===== config.mk =====
export PLATFORM = sky130hd
export DESIGN_NAME = ps2_rx_fifo
export DESIGN_NICKNAME = d
export VERILOG_FILES = /design/src/rtl/ps2_rx_fifo.sv
export SDC_FILE = /design/constraint.sdc
export NUM_CORES = 1
export LEC_CHECK = 0
export CORE_MARGIN = 1
export CORE_UTILIZATION = 39
export DETAILED_ROUTE_END_ITERATION = 7
export MAX_ROUTING_LAYER = met4
export SLEW_MARGIN = 20
export SYNTH_ARGS = -nofsm -noshare
export SYNTH_HDL_FRONTEND = slang
export SYNTH_SLANG_ARGS = --single-unit

===== constraint.sdc =====
create_clock -name clk -period 3.6 [get_ports clk]
set_clock_uncertainty 0.2 [all_clocks]
set_input_delay 0.9 -clock clk [delete_from_list [all_inputs] [get_ports clk]]
set_output_delay 0.9 -clock clk [all_outputs]
set_load 0.03 [all_outputs]

===== src/rtl/ps2_rx_fifo.sv =====
// PS/2 keyboard receiver: synchronises the PS/2 lines, decodes 11-bit frames
// and queues good scan codes in a first-word-fall-through FIFO.
module ps2_rx_fifo #(
    parameter int FIFO_DEPTH     = 8,
    parameter int SYNC_STAGES    = 2,
    parameter int TIMEOUT_CYCLES = 50000
) (
    input  logic                          clk,
    input  logic                          resetn,
    input  logic                          ps_clk,
    input  logic                          ps_data,
    input  logic                          rd_en,
    output logic [7:0]                    rx_data,
    output logic                          rx_valid,
    output logic [$clog2(FIFO_DEPTH):0]   fifo_count,
    output logic                          parity_err,
    output logic                          frame_err,
    output logic                          overflow,
    output logic [2:0]                    gpio
);

    localparam int AW = $clog2(FIFO_DEPTH);
    localparam int CW = $clog2(TIMEOUT_CYCLES + 1);

    typedef enum logic [1:0] {
        IDLE   = 2'd0,
        DATA   = 2'd1,
        PARITY = 2'd2,
        STOP   = 2'd3
    } state_t;

    // Synchronisers idle high so reset never fabricates a falling edge.
    logic [SYNC_STAGES-1:0] clk_sync_q;
    logic [SYNC_STAGES-1:0] data_sync_q;
    logic                   prev_clk_q;
    logic                   clk_s;
    logic                   data_s;
    logic                   fall;

    state_t                 state_q, state_d;
    logic [2:0]             bit_cnt_q, bit_cnt_d;
    logic [7:0]             shift_q, shift_d;
    logic                   par_q, par_d;
    logic [CW-1:0]          cyc_q, cyc_d;
    logic [CW-1:0]          cyc_inc;
    logic                   timeout;
    logic                   parity_ok;
    logic                   push_req;

    logic                   parity_err_q, parity_err_d;
    logic                   frame_err_q, frame_err_d;
    logic                   overflow_q, overflow_d;

    logic [7:0]             mem_q [FIFO_DEPTH];
    logic [AW-1:0]          wr_ptr_q, wr_ptr_d;
    logic [AW-1:0]          rd_ptr_q, rd_ptr_d;
    logic [AW:0]            count_q, count_d;
    logic                   full;
    logic                   empty;
    logic                   pop;
    logic                   push_ok;

    always_ff @(posedge clk) begin
        if (!resetn) begin
            clk_sync_q  <= '1;
            data_sync_q <= '1;
            prev_clk_q  <= 1'b1;
        end else begin
            clk_sync_q  <= {clk_sync_q[SYNC_STAGES-2:0], ps_clk};
            data_sync_q <= {data_sync_q[SYNC_STAGES-2:0], ps_data};
            prev_clk_q  <= clk_s;
        end
    end

    assign clk_s  = clk_sync_q[SYNC_STAGES-1];
    assign data_s = data_sync_q[SYNC_STAGES-1];
    assign fall   = prev_clk_q & ~clk_s;

    // Good frame: odd number of ones across data and parity bit.
    assign parity_ok = ^{shift_q, par_q};
    assign cyc_inc   = cyc_q + 1'b1;
    assign timeout   = (state_q != IDLE) && !fall && (cyc_inc == CW'(TIMEOUT_CYCLES));

    always_comb begin
        state_d      = state_q;
        bit_cnt_d    = bit_cnt_q;
        shift_d      = shift_q;
        par_d        = par_q;
        cyc_d        = cyc_q;
        parity_err_d = 1'b0;
        frame_err_d  = 1'b0;
        push_req     = 1'b0;

        if (fall) begin
            cyc_d = '0;
        end else if (state_q != IDLE) begin
            cyc_d = cyc_inc;
        end

        if (timeout) begin
            state_d     = IDLE;
            frame_err_d = 1'b1;
            cyc_d       = '0;
        end else if (fall) begin
            case (state_q)
                IDLE: begin
                    if (!data_s) begin
                        state_d   = DATA;
                        bit_cnt_d = 3'd0;
                    end
                end
                DATA: begin
                    shift_d   = {data_s, shift_q[7:1]};
                    bit_cnt_d = bit_cnt_q + 3'd1;
                    if (bit_cnt_q == 3'd7) begin
                        state_d = PARITY;
                    end
                end
                PARITY: begin
                    par_d   = data_s;
                    state_d = STOP;
                end
                STOP: begin
                    state_d = IDLE;
                    if (!parity_ok) begin
                        parity_err_d = 1'b1;
                    end else if (!data_s) begin
                        frame_err_d = 1'b1;
                    end else begin
                        push_req = 1'b1;
                    end
                end
                default: state_d = IDLE;
            endcase
        end
    end

    assign full  = (count_q == (AW + 1)'(FIFO_DEPTH));
    assign empty = (count_q == '0);
    assign pop   = rd_en && !empty;

    // When full, a simultaneous pop frees the slot the new byte lands in.
    assign push_ok = push_req && (!full || pop);

    always_comb begin
        wr_ptr_d   = wr_ptr_q;
        rd_ptr_d   = rd_ptr_q;
        count_d    = count_q;
        overflow_d = push_req && full && !pop;
        if (push_ok) begin
            wr_ptr_d = wr_ptr_q + 1'b1;
        end
        if (pop) begin
            rd_ptr_d = rd_ptr_q + 1'b1;
        end
        case ({push_ok, pop})
            2'b10:   count_d = count_q + 1'b1;
            2'b01:   count_d = count_q - 1'b1;
            default: count_d = count_q;
        endcase
    end

    always_ff @(posedge clk) begin
        if (!resetn) begin
            state_q      <= IDLE;
            bit_cnt_q    <= 3'd0;
            shift_q      <= 8'h00;
            par_q        <= 1'b0;
            cyc_q        <= '0;
            parity_err_q <= 1'b0;
            frame_err_q  <= 1'b0;
            overflow_q   <= 1'b0;
            wr_ptr_q     <= '0;
            rd_ptr_q     <= '0;
            count_q      <= '0;
        end else begin
            state_q      <= state_d;
            bit_cnt_q    <= bit_cnt_d;
            shift_q      <= shift_d;
            par_q        <= par_d;
            cyc_q        <= cyc_d;
            parity_err_q <= parity_err_d;
            frame_err_q  <= frame_err_d;
            overflow_q   <= overflow_d;
            wr_ptr_q     <= wr_ptr_d;
            rd_ptr_q     <= rd_ptr_d;
            count_q      <= count_d;
        end
    end

    // Storage needs no reset; occupancy alone decides what is visible.
    always_ff @(posedge clk) begin
        if (push_ok) begin
            mem_q[wr_ptr_q] <= shift_q;
        end
    end

    assign rx_valid   = !empty;
    assign rx_data    = empty ? 8'h00 : mem_q[rd_ptr_q];
    assign fifo_count = count_q;
    assign parity_err = parity_err_q;
    assign frame_err  = frame_err_q;
    assign overflow   = overflow_q;
    assign gpio       = {data_s, clk_s, clk};

endmodule

==> reports/metrics.cfg <==
[worst_setup_path]
r2r-end=fifo_count[3]
startpoint=clk
crit_type=clk2out
r2r_slack_ps=640
end_kind=output port
cp-start-kind=clock port
worstPathMaxFanout=2
timing.rr.start=shift_q[1]
r2r_cells=10
crit_arrival_ps=2390
endpoint=gpio[0]
cp.required_ps=2500

[pwr]
total_leakage_power_uw=0.002216
power_per_cell_area_nw_per_um2=510.9
peakVddDrop_uv=317.3

[yosys]
syn_nets=426
syn_area_per_cell_sq_um=12.54
yosysSeqAreaShare_pct=57.51
synth_enable_flop_cells=64
synth-main-ff-cell=edfxtp_1
synth-seq-cells=115
yosysWarningCount=0
synthXorXnorAreaFrac_pct=5.355
syn_inst=408
synth-compound-area-share_pct=5.061
netlist_area_sq_um=5117
synth_top_family_by_area=simple AND/OR/NAND/NOR gates
synthMuxAreaShare_pct=10.61
async_flop_share_pct=0
ys_types=56
yosys.area_share.simple_pct=15.26
synthAdderAreaFrac_pct=3.325

[placement]
io_buffers=23
placed_area_sq_um=5558
place.gp.congestion=0.7638
place_ws_ps=135.8
numPlacedInstances=596
dpl.hpwl_mm=6.043

[final_layout]
fin_nets=464
antenna_cells=0
post_route_cells_drive_above_1_share_pct=16.12
synthToLayoutAreaGrowth_pct=21.34
instances_no_fill=631
fin_area_sq_um=6210

[routing]
route.detailed.drc=0
first_pass_iters=4
drtAntennaViolNets=0
drt-total-wl_mm=9.325
wl_per_cell_um=14.78
viasPerCell=4.910
drt_iter0_markers=191
vias=3098

[clocking]
cts_tree=done
postCtsHoldBufs=0
clkSlewWorstSetupHoldPaths_ps=50
worstSkewPairLatency_ps=510

[global_routing]
grt_max_degree=19
grt_pass1_wl_mm=15.11
grt_pass1_vias=3018
grt.total_usage_pct=15.71
antenna_found_initial=0
gr-total-overflow=0

[run]
cap_viol_max_count=0

[floorplan]
rows=41
initial_utilization_pct=40.22
core_area_sq_um=12720
io_pins=24
dieArea_sq_um=13580
die_w_um=116.6
fp.dieH_um=116.6

[outcome]
status=complete, no violations

[sta]
max_slew.worst_pin.slew_ps=704.1
worst_slack_ps=110.3
hold_viol=0
rsz0062_at_grt=false
finalSetupTns_ps=0
setup_viol=0
drv_slew=0
max_slew_margin_pct=52.71

[worst_hold_path]
min_path_type=reg2reg

[worst max-delay path, cell delays in order]
cell and delay [ps]:
clkbuf_16 120, clkbuf_16 130, dlygate4sd2_1 340
[state kept, by name, indices dropped and copies added (netlist names), named ones only]
name / flops
bit_cnt_q: 3
clk_sync_q: 2
cyc_q: 16
data_sync_q: 2
fifo_count: 4
frame_err: 1
mem_q: 64
overflow: 1
par_q: 1
parity_err: 1
prev_clk_q: 1
rd_ptr_q: 3
shift_q: 8
state_q: 2
wr_ptr_q: 3
[area by class of cell]
type                       count  area, sq um
clock inverter                14        132.6
clock buffer                  22        513.0
tap                          172        215.2
sequential                   115         2943
timing repair buffer          36        341.6
multi-input combinational    262         2027
fill                        1153         6513
inverter                      10        37.54
[kinds of logic after synthesis]
logic type | count (synthesis)
AND/OR/NAND/NOR | 153
flip-flops | 115
AO/OA/AOI/OAI | 35
multiplexers | 33
buffers and inverters | 31
XOR/XNOR | 28
adder cells (fa/ha/maj) | 13
[per-stage QoR]
step,hold WS [ps],utilization [%],power [uW]
2_1_floorplan,186.3,-,1467
3_3_place_gp,188.9,43.69,1482
3_5_place_dp,194.0,43.69,1483
4_1_cts,206.6,48.69,3206
5_1_grt,221.7,48.81,3269
6_report,204.6,48.81,3172
[what timing repair did]
action	4_1_cts	5_1_grt
resized for setup	4	6
setup endpoints to repair	9	6
setup buffers	0	0
pin swaps	0	0
[power breakdown]
part / switching, uW / internal [uW]
Combinational: 17.6 / 13.5
Clock: 655 / 1110
Sequential: 2.45 / 1380
[placed cells by master, fill, tap and decap left out, types with 8 or more instances in the layout]
cell             synthesis  layout
nand3_1                  8       8
xor2_1                  10      10
clkbuf_16                0      20
a21boi_0                11      11
nand2_1                 46      46
ha_1                    12      12
mux4_2                  16      16
dfxtp_1                 51      51
inv_1                   10      10
edfxtp_1                64      64
buf_4                    5      13
clkdlybuf4s50_1          0      14
nand2b_1                15      15
mux2i_1                 16      16
nor2_1                  34      34
xnor2_1                 16      16
nor3_1                  11      11
[how the worst min path moves through the flow]
stage / start / endpoint / depth (start not counted)
floorplan: clk_sync_q[0] / clk_sync_q[1] / 1
global placement: clk_sync_q[0] / clk_sync_q[1] / 1
detailed placement: clk_sync_q[0] / clk_sync_q[1] / 1
CTS: clk_sync_q[0] / clk_sync_q[1] / 1
global route: data_sync_q[0] / data_sync_q[1] / 1
finish: clk_sync_q[0] / clk_sync_q[1] / 1
[synth_stat cells (all sizes together), types with 6 or more instances]
master / number / share of area, %
edfxtp: 64 / 38
dfxtp: 51 / 20
nand2: 48 / 3.6
nor2: 34 / 2.5
mux2i: 17 / 3.6
mux4: 16 / 7.0
xnor2: 16 / 2.7
nand2b: 15 / 1.8
ha: 12 / 2.9
a21boi: 11 / 1.6
buf: 11 / 1.4
nor3: 11 / 1.1
clkbuf: 10 / 0.73
inv: 10 / 0.73
xor2: 10 / 1.7
and2: 8 / 1.0
nand3: 8 / 0.78
nand4: 6 / 0.73
nor2b: 6 / 0.73
[routing by layer]
| layer | part of all wire (%) | GRT usage [%] | vias to the layer above | wire length (um) |
|---|---|---|---|---|
| li1 | - | - | 1545 | - |
| met1 | 49 | 18.99 | 1517 | 4593 |
| met2 | 48 | 23.98 | 33 | 4476 |
| met3 | 2.4 | 5.760 | 3 | 220 |
| met4 | 0.36 | 5.907 | 0 | 34 |
| met5 | 0 | - | - | 0 |
(Power assumes the default switching activity.)
